File: config.mk
export PLATFORM = sky130hd
export DESIGN_NAME = regfile_wb_arbiter_flat
export DESIGN_NICKNAME = d
export VERILOG_FILES = /design/src/rtl/regfile_wb_arbiter_if.sv /design/src/rtl/regfile_wb_arbiter.sv /design/src/flat_wrapper.sv
export SDC_FILE = /design/constraint.sdc
export NUM_CORES = 1
export LEC_CHECK = 0
export CAP_MARGIN = 25
export CORE_MARGIN = 2
export CORE_UTILIZATION = 30
export DETAILED_ROUTE_END_ITERATION = 6
export GPL_ROUTABILITY_DRIVEN = 0
export SLEW_MARGIN = 20
export SYNTH_ARGS = -nofsm -noshare
export SYNTH_HDL_FRONTEND = slang
export SYNTH_SLANG_ARGS = --single-unit
File: constraint.sdc
create_clock -name aclk -period 9.4 [get_ports aclk]
set_clock_uncertainty 0.15 [all_clocks]
set_input_delay 2.35 -clock aclk [delete_from_list [all_inputs] [get_ports aclk]]
set_output_delay 2.35 -clock aclk [all_outputs]
set_load 0.01 [all_outputs]
File: src/rtl/regfile_wb_arbiter_if.sv
// Writeback arbiter bus: requester handshakes, issue/decode scoreboard
// access and the registered regfile write port, bundled as one interface.
interface regfile_wb_arbiter_if #(
  parameter int NUM_REQ = 4,
  parameter int ADDR_W  = 5,
  parameter int DATA_W  = 32
);
  logic [NUM_REQ-1:0]        req_valid;
  logic [NUM_REQ*ADDR_W-1:0] req_rd;
  logic [NUM_REQ*DATA_W-1:0] req_data;
  logic [NUM_REQ-1:0]        req_ready;
  logic                      issue_valid;
  logic [ADDR_W-1:0]         issue_rd;
  logic                      flush;
  logic [ADDR_W-1:0]         query_rj;
  logic [ADDR_W-1:0]         query_rk;
  logic [ADDR_W-1:0]         query_rd;
  logic                      stall;
  logic                      rf_we;
  logic [ADDR_W-1:0]         rf_waddr;
  logic [DATA_W-1:0]         rf_wdata;
  logic                      err;

  // Pipeline side: requesters, issue and decode stages.
  modport master (
    output req_valid, req_rd, req_data, issue_valid, issue_rd, flush,
           query_rj, query_rk, query_rd,
    input  req_ready, stall, rf_we, rf_waddr, rf_wdata, err
  );

  // Arbiter side.
  modport slave (
    input  req_valid, req_rd, req_data, issue_valid, issue_rd, flush,
           query_rj, query_rk, query_rd,
    output req_ready, stall, rf_we, rf_waddr, rf_wdata, err
  );
endinterface

File: src/rtl/regfile_wb_arbiter.sv
// Round-robin arbiter sharing the single regfile write port between
// NUM_REQ writeback sources, with a per-register busy scoreboard that
// stalls decode on operands whose producer has not yet written back.
module regfile_wb_arbiter #(
  parameter int NUM_REQ = 4,
  parameter int RF_NUM  = 32,
  parameter int ADDR_W  = 5,
  parameter int DATA_W  = 32
) (
  input logic                aclk,
  input logic                areset,
  regfile_wb_arbiter_if.slave bus
);
  localparam int PTR_W = $clog2(NUM_REQ);

  logic [PTR_W-1:0]   ptr_reg, ptr_next;
  logic [RF_NUM-1:0]  busy_reg, busy_next;
  logic               rf_we_reg;
  logic [ADDR_W-1:0]  rf_waddr_reg;
  logic [DATA_W-1:0]  rf_wdata_reg;
  logic               err_reg, err_next;
  logic               flush_d_reg;

  logic [ADDR_W-1:0]  req_rd_arr   [NUM_REQ];
  logic [DATA_W-1:0]  req_data_arr [NUM_REQ];
  logic [NUM_REQ-1:0] grant_onehot;
  logic               grant_valid;
  logic [PTR_W-1:0]   grant_idx;
  logic [PTR_W-1:0]   scan_idx;
  logic [ADDR_W-1:0]  gnt_rd;
  logic [DATA_W-1:0]  gnt_data;
  logic               write_fire;
  logic               issue_set;
  logic               issue_conflict;
  logic               write_orphan;

  // Unpack the flat requester buses and form the one-hot grant.
  genvar gi;
  generate
    for (gi = 0; gi < NUM_REQ; gi++) begin : g_req
      assign req_rd_arr[gi]   = bus.req_rd[gi*ADDR_W +: ADDR_W];
      assign req_data_arr[gi] = bus.req_data[gi*DATA_W +: DATA_W];
      assign grant_onehot[gi] = grant_valid && !areset && (grant_idx == PTR_W'(gi));
    end
  endgenerate

  // Round-robin scan starting at ptr; the first valid requester wins.
  always_comb begin
    grant_valid = 1'b0;
    grant_idx   = '0;
    scan_idx    = '0;
    for (int k = 0; k < NUM_REQ; k++) begin
      scan_idx = ptr_reg + PTR_W'(k);
      if (!grant_valid && bus.req_valid[scan_idx]) begin
        grant_valid = 1'b1;
        grant_idx   = scan_idx;
      end
    end
  end

  assign gnt_rd     = req_rd_arr[grant_idx];
  assign gnt_data   = req_data_arr[grant_idx];
  // A grant to r0 is consumed but never reaches the regfile.
  assign write_fire = grant_valid && (gnt_rd != '0);
  assign ptr_next   = grant_valid ? grant_idx + PTR_W'(1) : ptr_reg;
  assign issue_set  = bus.issue_valid && (bus.issue_rd != '0) && !bus.flush;

  // Reissuing a register whose write clears on this very edge is legal
  // (set wins); only a reissue over a still-pending producer is an error.
  assign issue_conflict = issue_set && busy_reg[bus.issue_rd] &&
                          !(write_fire && (gnt_rd == bus.issue_rd));
  // Writes to non-busy registers are tolerated during and one cycle after
  // a flush, since in-flight producers may still drain.
  assign write_orphan   = write_fire && !busy_reg[gnt_rd] &&
                          !bus.flush && !flush_d_reg;
  assign err_next       = err_reg | issue_conflict | write_orphan;

  // Scoreboard next state: flush clears everything, otherwise clear on
  // writeback then set on issue so a same-index set wins.
  always_comb begin
    busy_next = busy_reg;
    if (bus.flush) begin
      busy_next = '0;
    end else begin
      if (write_fire) busy_next[gnt_rd] = 1'b0;
      if (issue_set)  busy_next[bus.issue_rd] = 1'b1;
    end
    busy_next[0] = 1'b0;
  end

  // Arbitration pointer, scoreboard, error flag and flush history.
  always_ff @(posedge aclk or posedge areset) begin
    if (areset) begin
      ptr_reg     <= '0;
      busy_reg    <= '0;
      err_reg     <= 1'b0;
      flush_d_reg <= 1'b0;
    end else begin
      ptr_reg     <= ptr_next;
      busy_reg    <= busy_next;
      err_reg     <= err_next;
      flush_d_reg <= bus.flush;
    end
  end

  // Registered regfile write port; address and data hold when idle.
  always_ff @(posedge aclk or posedge areset) begin
    if (areset) begin
      rf_we_reg    <= 1'b0;
      rf_waddr_reg <= '0;
      rf_wdata_reg <= '0;
    end else begin
      rf_we_reg <= write_fire;
      if (write_fire) begin
        rf_waddr_reg <= gnt_rd;
        rf_wdata_reg <= gnt_data;
      end
    end
  end

  assign bus.req_ready = grant_onehot;
  assign bus.rf_we     = rf_we_reg;
  assign bus.rf_waddr  = rf_waddr_reg;
  assign bus.rf_wdata  = rf_wdata_reg;
  assign bus.err       = err_reg;
  assign bus.stall     = ((bus.query_rj != '0) && busy_reg[bus.query_rj]) ||
                         ((bus.query_rk != '0) && busy_reg[bus.query_rk]) ||
                         ((bus.query_rd != '0) && busy_reg[bus.query_rd]);
endmodule
File: src/flat_wrapper.sv
// flat-port wrapper written by rule: the top's interface ports become plain ports
module regfile_wb_arbiter_flat 
#(
  parameter int NUM_REQ = 4,
  parameter int RF_NUM  = 32,
  parameter int ADDR_W  = 5,
  parameter int DATA_W  = 32
)
  (aclk, areset, bus_req_valid, bus_req_rd, bus_req_data, bus_issue_valid, bus_issue_rd, bus_flush, bus_query_rj, bus_query_rk, bus_query_rd, bus_req_ready, bus_stall, bus_rf_we, bus_rf_waddr, bus_rf_wdata, bus_err);
  regfile_wb_arbiter_if #(.NUM_REQ(NUM_REQ), .ADDR_W(ADDR_W), .DATA_W(DATA_W)) bus_i ();
  input logic aclk;
  input logic areset;
  input wire logic [$bits(bus_i.req_valid)-1:0] bus_req_valid;
  input wire logic [$bits(bus_i.req_rd)-1:0] bus_req_rd;
  input wire logic [$bits(bus_i.req_data)-1:0] bus_req_data;
  input wire logic [$bits(bus_i.issue_valid)-1:0] bus_issue_valid;
  input wire logic [$bits(bus_i.issue_rd)-1:0] bus_issue_rd;
  input wire logic [$bits(bus_i.flush)-1:0] bus_flush;
  input wire logic [$bits(bus_i.query_rj)-1:0] bus_query_rj;
  input wire logic [$bits(bus_i.query_rk)-1:0] bus_query_rk;
  input wire logic [$bits(bus_i.query_rd)-1:0] bus_query_rd;
  output wire logic [$bits(bus_i.req_ready)-1:0] bus_req_ready;
  output wire logic [$bits(bus_i.stall)-1:0] bus_stall;
  output wire logic [$bits(bus_i.rf_we)-1:0] bus_rf_we;
  output wire logic [$bits(bus_i.rf_waddr)-1:0] bus_rf_waddr;
  output wire logic [$bits(bus_i.rf_wdata)-1:0] bus_rf_wdata;
  output wire logic [$bits(bus_i.err)-1:0] bus_err;
  assign bus_i.req_valid = bus_req_valid;
  assign bus_i.req_rd = bus_req_rd;
  assign bus_i.req_data = bus_req_data;
  assign bus_i.issue_valid = bus_issue_valid;
  assign bus_i.issue_rd = bus_issue_rd;
  assign bus_i.flush = bus_flush;
  assign bus_i.query_rj = bus_query_rj;
  assign bus_i.query_rk = bus_query_rk;
  assign bus_i.query_rd = bus_query_rd;
  assign bus_req_ready = bus_i.req_ready;
  assign bus_stall = bus_i.stall;
  assign bus_rf_we = bus_i.rf_we;
  assign bus_rf_waddr = bus_i.rf_waddr;
  assign bus_rf_wdata = bus_i.rf_wdata;
  assign bus_err = bus_i.err;
  regfile_wb_arbiter #(.NUM_REQ(NUM_REQ), .RF_NUM(RF_NUM), .ADDR_W(ADDR_W), .DATA_W(DATA_W)) u_core (.aclk(aclk), .areset(areset), .bus(bus_i));
endmodule
==> results.tsv, run 1 <==
metric	value	unit
Leak Pwr	3.45	nW
synthesized area	5860	µm²
worst skew pair latency	0.34	ns
Final Hold Fails	0	
site row count	51	
IO Count	220	
die area	20700	µm²
Post-DP HPWL	16700	µm
PostCTS Resize Cnt	0	
minimum clock period after layout	8.01	ns
layout cells sized above 1	8.50	%
clk root buf	clkbuf_16	
die width	144	µm
worst slack, placed	1.42	ns
Post-synth ARST share	100	%
worst slew pin tran	0.978	ns
Hold-fix buffers, CTS	0	
Pwr per Cell Area	229	nW/µm²
All-Layer GR Usage	22.5	%
register bit total from synthesis	73	
Clock Sinks	73	
initial antenna violation count	0	
Iteration-0 DRC Markers	449	
Final period util	85.2	%
Filler cells	1988	
grt ovf	0	
Finished Core Util	44.0	%
Critical Path End Type	output pin	
Setup crit start	bus_req_valid[3]	
Area after DPL	8180	µm²
Routed WL	22700	µm
Num CTS Buffers	9	
Peak VDD IR	0.112	mV
CP required	6.90	ns
crit path kind	in -> out	
CTS H-tree lvls	3	
WP data arrival	5.51	ns
synth top area cells	dfrtp_1, nand2_1, mux4_2	
Yosys warning total	0	
Final Non-Filler Cells	1206	
setup TNS	0	ns
final setup margin	1.39	ns
largest area contributor in the synthesized netlist	dfrtp_1	
Initial Util	30.3	%
max reg flops	32	
Main synth FF type	dfrtp_1	
Mean Syn Cell Area	7.76	µm²
CP startpoint kind	primary input	
Slew headroom	34.7	%
number of flops mapped to enable cells by yosys	0	
worst hold slack	0.324	ns
DRC viols	0	
Max Cap Viol	0	
reg2reg start	u_core.ptr_reg[1]	
Fmax	0.125	GHz
clk slew on worst S/H paths	0.07	ns
unrepaired setup endpoints after global routing	no	
M1 GR Usage	26.4	%
final net count	1116	
global-route track usage on met2	40.0	%
area of the multi-input gates	3740	µm²
Yosys top cell area share	31.1	%
via count	6294	
setup bufs post-CTS	0	
I/O Buffers	219	
first-pass GRT wire length	35700	µm
Routed WL per cell	18.8	µm
Seq/Total Area, Yosys	31.1	%
post-route ant nets	0	
Synth cell types	51	
HP Class	reg -> reg	
die height	144	µm
CTS tree	built	
GR peak layer	met2	
Register Area	1830	µm²
core area	19300	µm²
Cells after DPL	1190	
vias in the first global route	6432	
Vias/cell	5.22	
count of final setup violators	0	
area grow syn2layout	45.1	%
pin count of the biggest net entering global routing	65	
hold_sp	u_core.bus.rf_wdata[3]	
Post-Syn Instances	756	
Power Total	1.95	mW
CP max FO	29	
n_diodes	0	
clk buf depth	2	
DRT Pass-1 Iters	7	
met3 Resource Use GR	5.20	%
finished layout cell area	8510	µm²
status	completed	
Slew Viols, Final	0	
syn_nets	936	
cell usage after synthesis (all sizes together) (6+ instances only):
| cell | count |
|---|---|
| nor2 | 18 |
| o21ai | 40 |
| nor4 | 8 |
| nand2 | 268 |
| a32oi | 6 |
| nor2b | 8 |
| nand3 | 116 |
| a21oi | 31 |
| mux2i | 13 |
| nor3b | 8 |
| mux2 | 8 |
| and3 | 6 |
| buf | 24 |
| inv | 7 |
| clkbuf | 34 |
| dfrtp | 73 |
| nor3 | 6 |
| mux4 | 34 |
worst paths after layout:
check                                           to  slack (ns)  cells after the start
min reg2reg                 u_core.bus.rf_wdata[3]        0.32                      2
max                               bus_req_ready[2]        1.39                      8
min in group asynchronous  u_core.bus.rf_wdata[11]        2.19                      2
min                         u_core.bus.rf_wdata[3]        0.32                      2
max in group asynchronous      u_core.busy_reg[18]        5.90                      3
max reg2reg                    u_core.busy_reg[25]        4.76                     11
metal layers:
metal  share of wire [%]  routed length [µm]
met1                  39                8940
met3                 7.6                1740
met2                  50               11400
met4                 3.0                 685
met5                   0                   0
cell families (layout without fill, tap and decap cells):
family | after synthesis | in the layout | synth area share (%)
buffers and inverters | 65 | 250 | 5.06
xor gates and xnor gates | 5 | 5 | 0.747
muxes | 55 | 55 | 16.9
adders and majority gates | 4 | 4 | 0.853
DFF | 73 | 73 | 31.1
and+or+nand+nor | 449 | 449 | 33.6
AOI/OAI and AO/OA | 105 | 105 | 11.7
report_power, final:
part / total [mW] / switching [mW] / internal, mW
sequential: 0.466 / 0.0603 / 0.406
combinational: 1.10 / 0.648 / 0.455
clock: 0.384 / 0.149 / 0.235
worst max-delay path, cell delays in order:
cell and delay [ns]:
clkdlybuf4s50_1 0.46, nor2_1 0.60, or4_1 0.55, nand2_2 0.22
inv_2 0.41, ha_1 0.21, and3_1 0.16, clkdlybuf4s50_1 0.53
cells in the final DEF, fill, tap and decap left out, types with 7 or more instances in the layout:
master and instances:
clkdlybuf4s50_1 219, nand2_1 267, nand3_1 116, dfrtp_1 73
o21ai_1 9, mux4_2 34, nor2b_1 8, clkbuf_16 9
buf_4 8, o21ai_0 31, nor4_1 8, mux2_2 7
mux2i_1 13, a21oi_1 31, nor2_1 18, nor3b_1 8
cell type report:
class | count | share of cell area [%]
Timing Repair Buffer | 227 | 26.5
Inverter | 7 | 0.323
Clock inverter | 7 | 1.21
Sequential cell | 73 | 21.5
Clock buffer | 9 | 2.65
Tap cell | 265 | 3.90
Multi-Input combinational cell | 618 | 44.0
No activity file was read; power rests on OpenSTA's default activity.
==> run 2: changes to the inputs <==
--- a/config.mk
+++ b/config.mk
@@ -5,7 +5,6 @@
 export SDC_FILE = /design/constraint.sdc
 export NUM_CORES = 1
 export LEC_CHECK = 0
-export CAP_MARGIN = 25
 export CORE_MARGIN = 2
 export CORE_UTILIZATION = 30
 export DETAILED_ROUTE_END_ITERATION = 6
==> constraint.sdc (replaced) <==
create_clock -name aclk -period 6.9 [get_ports aclk]
set_clock_uncertainty 0.15 [all_clocks]
set_input_delay 1.725 -clock aclk [delete_from_list [all_inputs] [get_ports aclk]]
set_output_delay 1.725 -clock aclk [all_outputs]
set_load 0.01 [all_outputs]
==> results.tsv, run 2 (synthesized netlist as in run 1, its figures left out) <==
metric	value	unit	change
Finished Core Util	44.0	%	about the same
initial antenna violation count	0		unchanged
Routed WL	22800	µm	+0.40%
Critical Path End Type	output pin		
sequential power share	24.3	%	+0.4 points
Vias/cell	5.23		+0.31%
via count	6350		+0.89%
post-route ant nets	0		unchanged
DR top layer	met4		
HP Class	reg -> reg		
Cells after DPL	1197		+0.59%
core area	19300	µm²	unchanged
Bufs and invs on worst path	3		unchanged
crit path max-delay cell type	clkdlybuf4s50_1		
CP required	5.03	ns	-1.87 ns
count of final setup violators	0		unchanged
CTS H-tree lvls	3		unchanged
Leak Pwr	3.45	nW	+0.24%
most frequent cells in the layout	nand2_1, clkdlybuf4s50_1, nand3_1, dfrtp_1, mux4_2		
CP max FO	12		-59%
clk root buf	clkbuf_16		
WL met1	8680	µm	-2.9%
Clk pwr share	16.8	%	-2.9 points
PostCTS Resize Cnt	0		unchanged
CTS tree	built		
die height	144	µm	unchanged
n_diodes	0		unchanged
Iteration-0 DRC Markers	608		+35%
first-pass GRT wire length	36300	µm	+1.8%
Final period util	89.6	%	
crit path kind	in -> out		
Routed WL per cell	18.8	µm	-0.17%
Num CTS Buffers	9		unchanged
Final Hold Fails	0		unchanged
CP top delay family	buffers and inverters		
Internal Power	1.43	mW	+31%
Fmax	0.162	GHz	
WL met3	1950	µm	+12%
CP cell instances	clkdlybuf4s50_1 -> nor2b_1 -> a211o_1 -> and2_2 -> inv_1 -> ha_1 -> and3_1 -> clkdlybuf4s50_1		
area grow syn2layout	45.1	%	about the same
commonest non-fill, non-tap cell in the layout	nand2_1		
clk slew on worst S/H paths	0.05	ns	-0.02 ns
site row count	51		unchanged
unrepaired setup endpoints after global routing	no		
Hold-fix buffers, CTS	0		unchanged
status	completed		
Slew Viols, Final	0		unchanged
Clock Sinks	73		unchanged
Pwr per Cell Area	307	nW/µm²	+34%
die width	144	µm	unchanged
Peak VDD IR	0.151	mV	+34%
Initial Util	30.3	%	unchanged
clk buf depth	2		unchanged
IO Count	220		unchanged
Logic pwr share	58.8	%	+2.3 points
Post-DP HPWL	16900	µm	+1.5%
vias in the first global route	6645		+3.3%
worst hold slack	0.321	ns	-0.00276 ns
grt ovf	0		unchanged
Slew headroom	35.8	%	+1.1 points
WP data arrival	4.30	ns	-1.21 ns
layout cells sized above 1	9.07	%	+0.57 points
Max Cap Viol	0		unchanged
switching share of power	45.0	%	+1.1 points
die area	20700	µm²	unchanged
minimum clock period after layout	6.18	ns	
setup bufs post-CTS	0		unchanged
DRC viols	0		unchanged
worst slew pin tran	0.962	ns	-0.0165 ns
max reg flops	32		unchanged
pin count of the biggest net entering global routing	65		unchanged
Final Non-Filler Cells	1213		+0.58%
All-Layer GR Usage	22.9	%	+0.45 points
final net count	1123		+0.63%
Crit path largest cell delay	0.50	ns	-0.10 ns
worst skew pair latency	0.35	ns	about the same
I/O Buffers	219		unchanged
met2 wire len	11500	µm	+1.2%
setup TNS	0	ns	unchanged
Sw Pwr	1.17	mW	+37%
CP most frequent cell	clkdlybuf4s50_1		
CP startpoint kind	primary input		
DRT Pass-1 Iters	5		-2
[run 2: cell types whose count changed in the layout (fill, tap and decap cells not counted)]
cell / change
clkbuf_1: +1
clkinv_2: +2
bufinv_16: -2
clkinv_4: -1
buf_4: +7
[run 2: cell type report]
type / instances / area (µm²)
inverters: 7 / 27.5
fillers: 1968 / 10800
multi-input cells: 618 / 3740
clock inverters: 6 / 43.8
repair buffers: 234 / 2300
clock buffers: 10 / 229
flip-flops and latches: 73 / 1830
well taps: 265 / 332
[run 2: through the flow]
step                      power [mW]  worst slack, ns  area (µm²)
after floorplan                 1.54             1.33        5860
after global placement          2.18            0.712        8240
after detailed placement        2.19            0.688        8240
after CTS                       2.64            0.694        8510
after global routing            2.81            0.554        8510
final                           2.61            0.720        8510
[run 2: power groups by stage]
stage               logic, mW  registers [mW]  clock network, mW
global placement         1.55           0.638                  0
detailed placement       1.55           0.638                  0
global route             1.69           0.653              0.469
floorplan               0.862           0.676                  0
CTS                      1.55           0.637              0.452
finish                   1.53           0.635              0.439
[run 2: worst reg2reg max path, delay by kind of cell, from the launching register on]
family	cells	cell delay, ns
DFF	1	0.52
AOI/OAI and AO/OA	2	0.44
buffers and inverters	5	1.42
and+or+nand+nor	6	1.24
[run 2: path summary, 6_finish.rpt]
check | slack, ns | from | depth (start not counted) | end
max in group asynchronous | 4.00 | areset | 3 | u_core.bus.rf_we
min in group asynchronous | 1.57 | areset | 2 | u_core.bus.rf_wdata[2]
hold / removal | 0.32 | u_core.bus.rf_wdata[14] | 2 | u_core.bus.rf_wdata[14]
setup reg to reg | 3.06 | u_core.ptr_reg[1] | 13 | u_core.bus.rf_wdata[18]
hold reg to reg | 0.32 | u_core.bus.rf_wdata[14] | 2 | u_core.bus.rf_wdata[14]
setup / recovery | 0.72 | bus_req_valid[2] | 8 | bus_req_ready[1]
[run 2: metal layers]
metal,vias to the layer above,global-route usage (%)
met5,-,0
met2,325,40.4
met3,43,5.53
li1,3039,-
met4,0,9.96
met1,2943,26.5
==> run 3: changes to the inputs <==
--- a/config.mk
+++ b/config.mk
@@ -5,10 +5,12 @@
 export SDC_FILE = /design/constraint.sdc
 export NUM_CORES = 1
 export LEC_CHECK = 0
+export ABC_CLOCK_PERIOD_IN_PS = 6900
 export CORE_MARGIN = 2
 export CORE_UTILIZATION = 30
 export DETAILED_ROUTE_END_ITERATION = 6
 export GPL_ROUTABILITY_DRIVEN = 0
+export MAX_ROUTING_LAYER = met4
 export SLEW_MARGIN = 20
 export SYNTH_ARGS = -nofsm -noshare
 export SYNTH_HDL_FRONTEND = slang
==> results.tsv, run 3 (synthesized netlist as in run 1, its figures left out) <==
metric	value	unit	change
site row count	51		unchanged
Fmax	0.162	GHz	about the same
Bufs and invs on worst path	2		-1
FF-to-FF path depth	13		unchanged
Filler cells	1968		unchanged
die height	144	µm	unchanged
Power Total	2.61	mW	about the same
Register Area	1830	µm²	unchanged
CTS H-tree lvls	3		unchanged
crit path max-delay cell type	clkdlybuf4s50_1		
HP Class	reg -> reg		
CP top delay family	buffers and inverters		
CP required	5.03	ns	about the same
I/O Buffers	219		unchanged
Slew headroom	37.1	%	+1.4 points
layout cells sized above 1	9.07	%	unchanged
Slew Viols, Final	0		unchanged
area grow syn2layout	45.1	%	unchanged
via count	6355		+0.079%
Cells after DPL	1197		unchanged
status	completed		
IO Count	220		unchanged
DRC viols	0		unchanged
max reg flops	32		unchanged
Critical Path End Type	output pin		
Finished Core Util	44.0	%	unchanged
CP startpoint kind	primary input		
clk slew on worst S/H paths	0.05	ns	about the same
post-route ant nets	0		unchanged
PostCTS Resize Cnt	0		unchanged
Vias/cell	5.24		about the same
minimum clock period after layout	6.18	ns	-0.00417 ns
Crit path depth	6		-2
n_diodes	0		unchanged
unrepaired setup endpoints after global routing	no		
die width	144	µm	unchanged
Post-DP HPWL	16900	µm	unchanged
crit path kind	in -> out		
hold path cells	2		unchanged
first-pass GRT wire length	36300	µm	-0.15%
grt ovf	0		unchanged
Routed WL	22800	µm	about the same
core area	19300	µm²	unchanged
area of the multi-input gates	3740	µm²	unchanged
final net count	1123		unchanged
CP cell instances	clkdlybuf4s50_1 -> mux4_2 -> mux4_2 -> mux2i_1 -> nand3_1 -> clkdlybuf4s50_1		
Initial Util	30.3	%	unchanged
Iteration-0 DRC Markers	631		+3.8%
Clock Sinks	73		unchanged
pin count of the biggest net entering global routing	65		unchanged
clk root buf	clkbuf_16		
finished layout cell area	8510	µm²	unchanged
Routed WL per cell	18.8	µm	about the same
Max Cap Viol	0		unchanged
worst slew pin tran	0.941	ns	-0.0203 ns
die area	20700	µm²	unchanged
setup bufs post-CTS	0		unchanged
setup TNS	0	ns	unchanged
Pwr per Cell Area	307	nW/µm²	about the same
worst hold slack	0.321	ns	-0.000333 ns
DRT Pass-1 Iters	7		+2
WP data arrival	4.30	ns	about the same
CTS tree	built		
Crit path largest cell delay	0.80	ns	+0.30 ns
initial antenna violation count	0		unchanged
count of final setup violators	0		unchanged
Hold-fix buffers, CTS	0		unchanged
worst skew pair latency	0.35	ns	about the same
CP max FO	9		-3
clk buf depth	2		unchanged
Final Non-Filler Cells	1213		unchanged
Area after DPL	8240	µm²	unchanged
worst slack, placed	0.688	ns	unchanged
Num CTS Buffers	9		unchanged
Peak VDD IR	0.151	mV	+0.34%
All-Layer GR Usage	23.6	%	+0.67 points
Final period util	89.5	%	about the same
commonest non-fill, non-tap cell in the layout	nand2_1		
Leak Pwr	3.45	nW	unchanged
most frequent cells in the layout	nand2_1, clkdlybuf4s50_1, nand3_1, dfrtp_1, mux4_2		
final setup margin	0.724	ns	+0.00417 ns
Final Hold Fails	0		unchanged
vias in the first global route	6644		-0.015%
run 3: layer usage:
metal	wire (µm)	up-vias	GRT usage (%)	part of all wire (%)
li1	-	3032	-	-
met1	8810	2955	27.0	39
met2	11400	308	40.4	50
met3	1770	60	4.70	7.7
met4	822	0	10.0	3.6
met5	0	-	-	0
run 3: power by group:
part	total, mW	leakage [nW]	switching, mW	internal (mW)
sequential	0.635	0.917	0.0818	0.553
combinational	1.53	2.40	0.897	0.637
clock	0.441	0.133	0.196	0.245
total	2.61	3.45	1.18	1.43
run 3: final timing paths:
kind / slack [ns] / end / startpoint
max: 0.72 / bus_stall / bus_query_rj[0]
min: 0.32 / u_core.bus.rf_wdata[14] / u_core.bus.rf_wdata[14]
max reg2reg: 3.04 / u_core.bus.rf_wdata[18] / u_core.ptr_reg[1]
min reg2reg: 0.32 / u_core.bus.rf_wdata[14] / u_core.bus.rf_wdata[14]
max in group asynchronous: 4.00 / u_core.bus.rf_we / areset
min in group asynchronous: 1.57 / u_core.bus.rf_wdata[2] / areset
run 3: layout make-up:
| class | count | share of cell area, % |
|---|---|---|
| multi-input cells | 618 | 44.0 |
| repair buffers | 234 | 27.1 |
| flip-flops and latches | 73 | 21.5 |
| well taps | 265 | 3.90 |
| clock buffers | 10 | 2.69 |
| clock inverters | 6 | 0.515 |
| inverters | 7 | 0.324 |
run 3: tightest hold or removal path, cell delays in order (launching register included):
cell     delay, ns
dfrtp_1       0.34
nand2_1       0.05
nand2_1       0.05
